## src/rtl/decode_issue_queue.sv

```systemverilog
// ---------------------------------------------------------------------------
// decode_issue_queue
//   Circular FIFO of decoded instructions sitting between decode and
//   issue-dispatch. Decode pushes up to two entries per cycle in program
//   order; dispatch sees the two oldest entries and retires 0..2 per cycle.
//   Decode keeps running while issue is stalled; a flush empties the queue.
//
// Ports
//   clk         rising-edge clock
//   rst         synchronous active-high reset (priority over everything)
//   flush       synchronous clear of all entries (branch/exception redirect)
//   i_set1/2    older / younger decoded instruction from decode
//   i_push      push valid, bit1 = i_set1, bit0 = i_set2
//   o_ready     queue has room for two entries (count <= DEPTH-2)
//   o_set1/2    entry at head / head+1, all-zero when not valid
//   o_is_valid  bit1 = o_set1 valid, bit0 = o_set2 valid
//   i_usingNUM  entries consumed by dispatch this cycle (3 is illegal)
//   o_count     current occupancy
//   o_stall_cnt (only with DECODE_ISSUE_QUEUE_STAT_EN) saturating count of
//               cycles with a non-empty queue and nothing consumed
//
// Optional macro: DECODE_ISSUE_QUEUE_STAT_EN
// ---------------------------------------------------------------------------
package decode_issue_queue_pkg;
    typedef struct packed {
        logic        o_valid;
        logic [31:0] PC;
        logic [31:0] inst;
    } PC_set;
endpackage

module decode_issue_queue
    import decode_issue_queue_pkg::*;
#(
    parameter int DEPTH = 8,
    parameter int PTR_W = $clog2(DEPTH)
) (
    input  logic             clk,
    input  logic             rst,
    input  logic             flush,
    input  PC_set            i_set1,
    input  PC_set            i_set2,
    input  logic [1:0]       i_push,
    output logic             o_ready,
    output PC_set            o_set1,
    output PC_set            o_set2,
    output logic [1:0]       o_is_valid,
    input  logic [1:0]       i_usingNUM,
    output logic [PTR_W:0]   o_count
`ifdef DECODE_ISSUE_QUEUE_STAT_EN
    ,
    output logic [31:0]      o_stall_cnt
`endif
);
    localparam int NUM_LANES = 2;

    PC_set            mem [DEPTH];
    logic [PTR_W-1:0] head, tail, tail_p1;
    logic [PTR_W:0]   count, count_nxt;

    logic             push_ok;
    logic [1:0]       push_n, pop_req, pop_n;

    // Ready looks at the current count only; a same-cycle pop is not credited.
    assign o_ready = (count <= (PTR_W+1)'(DEPTH - 2));
    assign push_ok = o_ready && (|i_push);
    assign push_n  = push_ok ? ({1'b0, i_push[1]} + {1'b0, i_push[0]}) : 2'd0;

    // Illegal usingNUM=3 retires nothing; requests beyond occupancy are clamped.
    assign pop_req = (i_usingNUM == 2'd3) ? 2'd0 : i_usingNUM;
    assign pop_n   = ((PTR_W+1)'(pop_req) > count) ? count[1:0] : pop_req;

    assign count_nxt = count + (PTR_W+1)'(push_n) - (PTR_W+1)'(pop_n);
    assign tail_p1   = tail + PTR_W'(1);

    always_ff @(posedge clk) begin
        if (rst || flush) begin
            head  <= '0;
            tail  <= '0;
            count <= '0;
        end else begin
            head  <= head + PTR_W'(pop_n);
            tail  <= tail + PTR_W'(push_n);
            count <= count_nxt;
        end
    end

    // Storage has no reset; stale contents are masked by the valid gating.
    always_ff @(posedge clk) begin
        if (!rst && !flush && push_ok) begin
            case (i_push)
                2'b11: begin
                    mem[tail]    <= i_set1;
                    mem[tail_p1] <= i_set2;
                end
                2'b10:   mem[tail] <= i_set1;
                2'b01:   mem[tail] <= i_set2;
                default: ;
            endcase
        end
    end

    // Read lanes: lane l presents entry[head+l], valid when count > l.
    logic [NUM_LANES-1:0] lane_vld;
    PC_set                lane_set [NUM_LANES];

    for (genvar l = 0; l < NUM_LANES; l++) begin : g_lane
        logic [PTR_W-1:0] rd_ptr;
        assign rd_ptr      = head + PTR_W'(l);
        assign lane_vld[l] = (count > (PTR_W+1)'(l));
        always_comb begin
            lane_set[l] = '0;
            if (lane_vld[l]) begin
                lane_set[l]         = mem[rd_ptr];
                lane_set[l].o_valid = 1'b1;
            end
        end
    end

    assign o_set1     = lane_set[0];
    assign o_set2     = lane_set[1];
    assign o_is_valid = {lane_vld[0], lane_vld[1]};
    assign o_count    = count;

`ifdef DECODE_ISSUE_QUEUE_STAT_EN
    // Counts cycles where dispatch holds off a non-empty queue; survives flush.
    always_ff @(posedge clk) begin
        if (rst)
            o_stall_cnt <= '0;
        else if ((count != '0) && (i_usingNUM == 2'd0) && (o_stall_cnt != 32'hFFFF_FFFF))
            o_stall_cnt <= o_stall_cnt + 32'd1;
    end
`endif

    // Protocol checks on the decode/dispatch handshake.
    always_ff @(posedge clk) begin
        if (!rst) begin
            assert (i_usingNUM != 2'd3);
            assert (flush || !(|i_push) || o_ready);
        end
    end
endmodule

```

## config.mk

```make
export PLATFORM = sky130hd
export DESIGN_NAME = decode_issue_queue
export DESIGN_NICKNAME = d
export VERILOG_FILES = /design/src/rtl/decode_issue_queue.sv
export SDC_FILE = /design/constraint.sdc
export NUM_CORES = 1
export LEC_CHECK = 0
export ABC_AREA = 1
export CORE_MARGIN = 2
export CORE_UTILIZATION = 35
export DETAILED_ROUTE_END_ITERATION = 8
export HOLD_SLACK_MARGIN = 0.06
export SLEW_MARGIN = 5
export SYNTH_ARGS = -nofsm -noshare
export SYNTH_HDL_FRONTEND = slang
export SYNTH_SLANG_ARGS = --single-unit
```

## constraint.sdc

```tcl
create_clock -name clk -period 6.5 [get_ports clk]
set_clock_uncertainty 0.15 [all_clocks]
set_input_delay 0.975 -clock clk [delete_from_list [all_inputs] [get_ports clk]]
set_output_delay 0.975 -clock clk [all_outputs]
set_load 0.01 [all_outputs]
```

==> results of run 1 <==
## placed cells by master (no fill, tap or decap), types with 59 or more instances in the layout
cell / Yosys / layout
a21oi_1: 197 / 197
o211ai_1: 66 / 66
nand2_1: 1174 / 1174
clkbuf_16: 0 / 59
nor2_1: 281 / 273
o21ai_0: 321 / 312
inv_1: 286 / 285
a31oi_1: 63 / 63
clkdlybuf4s50_1: 0 / 271
edfxtp_1: 512 / 512
o22ai_1: 63 / 63
nand3_1: 1231 / 1224
## worst max-delay path, delay by kind of cell (launching register included)
family	cells	cell delay [ps]
flops	1	910
compound gates	2	410
buf+inv	3	2030
simple gates	2	440
## sequential cells by signal, indices dropped and copies added (netlist names)
| register | flops |
|---|---|
| o_count | 4 |
| head | 3 |
| tail | 3 |
| mem | 512 |
## logic make-up after synthesis
| group | count (synthesis) | synth area share |
|---|---|---|
| buffers and inverters | 765 | 0.09444 |
| XOR/XNOR | 4 | 0.0009781 |
| adder cells (fa/ha/maj) | 21 | 0.008172 |
| AND/OR/NAND/NOR | 2760 | 0.3518 |
| flip-flops | 522 | 0.4347 |
| AO/OA/AOI/OAI | 721 | 0.1099 |
## power groups by stage
stage,Clock [uW],Sequential [uW],Combinational (uW)
after floorplan,0,3920,3490
after global placement,0,3970,6200
after detailed placement,0,3970,6230
after CTS,3230,3900,6260
after global routing,3350,3910,6790
final,3210,3900,6340
## stage by stage
stage / hold slack [ps] / area [um^2]
floorplan: 441.6 / 35830
global route: 592.3 / 40810
finish: 538.0 / 40810
global placement: 520.9 / 39030
detailed placement: 522.8 / 39030
CTS: 541.9 / 40800
## cell usage after synthesis (10+ instances only)
| cell type | instances |
|---|---|
| inv_1 | 286 |
| nand3_1 | 1231 |
| nand4_2 | 33 |
| buf_1 | 25 |
| nor2_1 | 281 |
| nand2_1 | 1174 |
| nand4_1 | 14 |
| ha_1 | 17 |
| dfxtp_1 | 10 |
| o211ai_1 | 66 |
| buf_4 | 42 |
| o21ai_0 | 321 |
| clkbuf_1 | 190 |
| a21oi_1 | 197 |
| buf_2 | 205 |
| o22ai_1 | 63 |
| a31oi_1 | 63 |
| edfxtp_1 | 512 |
| nand4_4 | 18 |
## worst max-delay path by stage
stage                    from         end  slack [ps]  cells after the start
global route          head[1]  o_set1[55]         880                      7
finish                head[1]  o_set1[60]         840                      7
CTS                   head[1]  o_set1[60]         990                      7
global placement    i_push[0]  mem[7][27]        1420                      7
detailed placement  i_push[0]  mem[7][26]        1400                      7
floorplan           i_push[0]   mem[2][0]        -500                      7
## final cells by class
| type | instances | area (um^2) | area share |
|---|---|---|---|
| Antenna cell | 6 | 15.01 | 0.0003679 |
| Sequential cell | 522 | 15590 | 0.3819 |
| Tap cell | 1368 | 1712 | 0.04194 |
| Multi-Input combinational cell | 3506 | 17180 | 0.4210 |
| Clock buffer | 70 | 1518 | 0.03719 |
| Timing Repair Buffer | 339 | 3436 | 0.08418 |
| Inverter | 292 | 1115 | 0.02731 |
| Clock inverter | 36 | 249.0 | 0.006101 |
## metal layers
layer / vias to the layer above / wire length, um / GRT usage
li1: 16384 / - / -
met1: 16875 / 55960 / 0.3534
met2: 2255 / 67780 / 0.4382
met3: 426 / 16060 / 0.04196
met4: 12 / 7076 / 0.1351
met5: - / 83 / 0
==> impl_metrics.tcl, run 1 <==
set metrics [dict create \
    p_total_uw 13460 \
    utilization 0.4017 \
    dieArea_um2 104900 \
    powerDensity_nw_per_um2 329.7 \
    crit_path_max_incr_delay_ps 910 \
    ys_async_sr_fraction 0 \
    port_buffers 271 \
    tns_ps 0 \
    cts_tree "yes" \
    yosysSeqAreaShare 0.4347 \
    drt_pass1_iterations 6 \
    clk_pin_slew_ps 60 \
    routed_wl_um 147000 \
    p_leak_uw 0.01664 \
    grt_pass1_vias 33419 \
    finalCriticalPeriod_ps 5657 \
    fin_ws_ps 843.0 \
    antenna_found_initial 15 \
    cts_resized 0 \
    synthTopCellsByArea "edfxtp_1, nand3_1, nand2_1" \
    synth.lib_cells_used.distinct 39 \
    synth.largest_area_cell "edfxtp_1" \
    clockPowerShare 0.239 \
    synth.net_count 4951 \
    min_to "tail[2]" \
    stdcell_count 6139 \
    r2r-start "tail[0]" \
    crit_fanout 50 \
    die_w_um 323.9 \
    hold_viol 0 \
    cts_hold_buf 0 \
    setup.worst_path.class "reg -> out" \
    grt_usage 0.2714 \
    hold_path_class "reg -> reg" \
    syn_inst 4793 \
    comb_power_share 0.471 \
    initialDrtViolationCount 4830 \
    yosys_warnings 0 \
    initial_core_util 0.3526 \
    avgSynthCellArea_um2 7.475 \
    postRouteAntennaNets 0 \
    max_slew.worst_pin.slew_ps 1370 \
    cts.sinks 522 \
    rr_worst_depth 8 \
    num-nets-final 4878 \
    rows 117 \
    grt_first_pass_wirelength_um 213600 \
    synth_top_cell_area_share 0.4292 \
    cts-htree-levels 2 \
    drt-vias-per-instance 5.856 \
    synth_edf_count 512 \
    internal_power_uw 7788 \
    outcome "complete, no violations" \
    swShare 0.4212 \
    vias 35952 \
    clkLatencyLatePin_ps 650 \
    grt_start_max_net_pins 348 \
    cp_cell_sequence "buf_4 > buf_4 > o21ai_0 > o22ai_1 > nor2_1 > nor2_1 > clkdlybuf4s50_1" \
    setup_viol 0 \
    critical_path.slowest_cell "dfxtp_4" \
    wl_per_cell_um 23.94 \
    ff2ff_setup_slack_ps 2270 \
    netlist_area_um2 35830 \
    route.detailed.drc 0 \
    period_share 0.8703 \
    postCtsSetupBuffers 0 \
    core_um2 101600 \
    drive_gt1_frac 0.05058 \
    synth-seq-cells 522 \
    rsz0062_at_grt "false" \
    gp_congestion 0.8144 \
    placedCellCount 6027 \
    ys.flop_type "edfxtp_1" \
    area_growth_pct 13.92 \
    worstPathArrival_ps 4530 \
    cap_viol_max_count 0 \
    endpoint_kind "output port" \
    min_path_cells 2 \
    relSlewSlack 0.08668 \
    power_switching_uw 5668 \
    hpwl_um 78900 \
    cp.required_ps 5370 \
    peakVddDrop_v 0.0003531 \
    cts.path.max_buffers 3 \
    r2r-end "mem[5][2]" \
    nFillCells 10231 \
    hold_start "tail[2]" \
    critPathLaunchType "flop" \
    gr-total-overflow 0 \
    cts_buffers 59 \
    drv_slew 0 \
    fmax_mhz 176.8 \
    cts-root-buf "clkbuf_16" \
    seqPwrFrac 0.290 \
    io_pins 274 \
    die_y_um 323.9 \
    place_ws_ps 1402 \
]
Power figures use the tool's default switching activity.
==> run 2: changes to the inputs <==
--- a/config.mk
+++ b/config.mk
@@ -5,11 +5,11 @@
 export SDC_FILE = /design/constraint.sdc
 export NUM_CORES = 1
 export LEC_CHECK = 0
-export ABC_AREA = 1
 export CORE_MARGIN = 2
 export CORE_UTILIZATION = 35
 export DETAILED_ROUTE_END_ITERATION = 8
 export HOLD_SLACK_MARGIN = 0.06
+export SETUP_SLACK_MARGIN = 0.5
 export SLEW_MARGIN = 5
 export SYNTH_ARGS = -nofsm -noshare
 export SYNTH_HDL_FRONTEND = slang
==> constraint.sdc (replaced) <==
create_clock -name clk -period 4.85 [get_ports clk]
set_clock_uncertainty 0.15 [all_clocks]
set_input_delay 0.7275 -clock clk [delete_from_list [all_inputs] [get_ports clk]]
set_output_delay 0.7275 -clock clk [all_outputs]
set_load 0.01 [all_outputs]
==> run 2 against run 1 <==
  * Sequential share of layout area is 4.1 points higher
  * Via count is 47% lower
  * Area after synthesis is 14% lower
  * Combinational power is 21% lower
  * Register-to-register slack worse by 810 ps
  * Synthesized cell count is 61% lower
  * Core utilization is 2.2 points higher
  * Global-route usage is 6.5 points lower
  * Critical path depth is 2 lower
  * Total power is 8.0% higher
==> impl_metrics.tcl, run 2 <==
set metrics [dict create \
    outcome "complete, no violations" \
    grt_start_max_net_pins 130 \
    cts-htree-levels 2 \
    cts-root-buf "clkbuf_16" \
    largest_reg_flops 512 \
    nFillCells 7781 \
    yosys_warnings 0 \
    clk_pin_slew_ps 60 \
    fmax_mhz 237.8 \
    initial_core_util 0.3537 \
    ys_async_sr_fraction 0 \
    crit_fanout 28 \
    drt-vias-per-instance 5.690 \
    finalCriticalPeriod_ps 4204 \
    place_area_um2 34890 \
    gp_congestion 0.7478 \
    peakVddDrop_v 0.0006500 \
    max_slew.worst_pin.slew_ps 1176 \
    netlist_area_um2 30780 \
    powerDensity_nw_per_um2 394.3 \
    relSlewSlack 0.2123 \
    regArea_um2 15590 \
    drv_slew 0 \
    rsz0062_at_grt "false" \
    endpoint_kind "output port" \
    avgSynthCellArea_um2 16.41 \
    p_total_uw 14540 \
    drive_gt1_frac 0.2110 \
    num-nets-final 2274 \
    synth.net_count 2034 \
    worstPathArrival_ps 3330 \
    setup_viol 0 \
    synthTopCellsByArea "edfxtp_1, mux4_2, mux2_1" \
    route.detailed.drc 0 \
    grt_first_pass_wirelength_um 136600 \
    dieArea_um2 90330 \
    synth_edf_count 512 \
    grt_usage 0.2062 \
    core_um2 87020 \
    synth_common_cells "edfxtp_1, mux2_1, mux4_2, nand2_1, nor2_1" \
    routed_wl_um 94080 \
    hold_start "tail[2]" \
    cp.required_ps 3970 \
    crit_start "head[2]" \
    hpwl_um 50610 \
    grt_pass1_vias 20450 \
    utilization 0.4237 \
    area_growth_pct 19.78 \
    period_share 0.8669 \
    cts_buffers 61 \
    syn_inst 1876 \
    rows 108 \
    hold_viol 0 \
    final_cell_mix "edfxtp_1, mux2_1, clkdlybuf4s50_1, mux4_2, nand2_1" \
    min_to "tail[2]" \
    stdcell_count 3326 \
    wl_per_cell_um 28.29 \
    rr_worst_depth 12 \
    cts.path.max_buffers 3 \
    io_pins 274 \
    initialDrtViolationCount 1416 \
    multi_input_area_um2 14330 \
    die_w_um 300.6 \
    yosysSeqAreaShare 0.5060 \
    cts_hold_buf 0 \
    final_area_um2 36870 \
    synth-seq-cells 522 \
    gr-total-overflow 0 \
    cts_tree "yes" \
    clkLatencyLatePin_ps 610 \
    synth.lib_cells_used.distinct 42 \
    synth_top_cell_area_share 0.4995 \
    synth.largest_area_cell "edfxtp_1" \
    final_common_cell "edfxtp_1" \
    r2r-end "o_count[3]" \
    die_y_um 300.6 \
    min_path_cells 2 \
    setup.worst_path.class "reg -> out" \
    cts.sinks 522 \
    vias 18925 \
    hold_path_class "reg -> reg" \
    drt_pass1_iterations 7 \
    ff2ff_setup_slack_ps 1460 \
    largest-register "mem" \
    cap_viol_max_count 0 \
    placedCellCount 3203 \
    yosys.cell_count.top_type "edfxtp_1" \
    p_leak_uw 0.01151 \
    postRouteAntennaNets 0 \
    ys.flop_type "edfxtp_1" \
    antenna_found_initial 14 \
    port_buffers 271 \
    critPathLaunchType "flop" \
    r2r-start "o_count[1]" \
]
[run 2: changes by cell type after synthesis, moves of 65 or more]
| cell | delta |
|---|---|
| nor2_1 | -206 |
| nand2_1 | -1039 |
| inv_1 | -268 |
| nand3_1 | -1229 |
| mux4_2 | +256 |
| a21oi_1 | -129 |
| clkbuf_1 | -139 |
| mux2i_1 | +65 |
| o21ai_0 | -319 |
| mux2_1 | +480 |
| buf_2 | -167 |
[run 2: worst max-delay path by stage]
stage / slack (ps) / to / depth (start not counted)
CTS: 490 / o_set1[48] / 5
finish: 650 / o_set2[2] / 5
floorplan: -890 / mem[5][0] / 6
detailed placement: 730 / mem[0][27] / 6
global route: 530 / o_set1[1] / 5
global placement: 700 / o_count[3] / 13
[run 2: layer usage]
metal / global-route usage / wire [um] / vias up
li1: - / - / 8081
met1: 0.2756 / 39640 / 10072
met2: 0.3478 / 46300 / 619
met3: 0.03846 / 6133 / 135
met4: 0.04869 / 1894 / 18
met5: 0 / 115 / -
[run 2: cell families (layout without fill, tap and decap cells)]
family / after synthesis / after routing / share of synthesized area
other: 0 / 5 / 0
flip-flops: 522 / 522 / 0.5060
AND/OR/NAND/NOR: 235 / 235 / 0.03142
multiplexers: 833 / 833 / 0.3958
XOR/XNOR: 8 / 8 / 0.002277
buffers and inverters: 165 / 455 / 0.03398
adder cells (fa/ha/maj): 21 / 21 / 0.009512
AO/OA/AOI/OAI: 92 / 92 / 0.02102
[run 2: layout make-up]
cell class | count | share of cell area
Antenna cell | 5 | 0.0003394
Clock buffer | 81 | 0.04459
Clock inverter | 32 | 0.006923
Inverter | 18 | 0.001833
Multi-Input combinational cell | 1189 | 0.3887
Sequential cell | 522 | 0.4228
Tap cell | 1155 | 0.03920
Timing Repair Buffer | 324 | 0.09564
[run 2: report_power, final]
group	total [uW]	internal (uW)	switching, uW	leakage [uW]
sequential	5110	5050	59.8	0.00470
combinational	5000	2380	2620	0.00588
clock	4420	2580	1850	0.000933
[run 2: timing repair]
action | CTS | global route
setup buffers | 1 | 4
pin swaps | 1 | 0
endpoints found under the setup margin | 59 | 33
resized for setup | 1 | 1
[run 2: worst max-delay path: stages (launching register included)]
cell	delay, ps
dfxtp_4	790
xnor2_2	220
buf_4	510
nand2_1	110
a21oi_1	410
clkdlybuf4s50_1	650
[run 2: through the flow]
step | setup TNS, ps | hold WS (ps) | setup slack (ps)
6_report | 0 | 521.5 | 645.6
5_1_grt | 0 | 559.1 | 531.9
4_1_cts | 0 | 521.3 | 485.0
3_5_place_dp | 0 | 512.7 | 727.1
3_3_place_gp | 0 | 511.0 | 702.6
2_1_floorplan | -227820 | 428.4 | -889.9
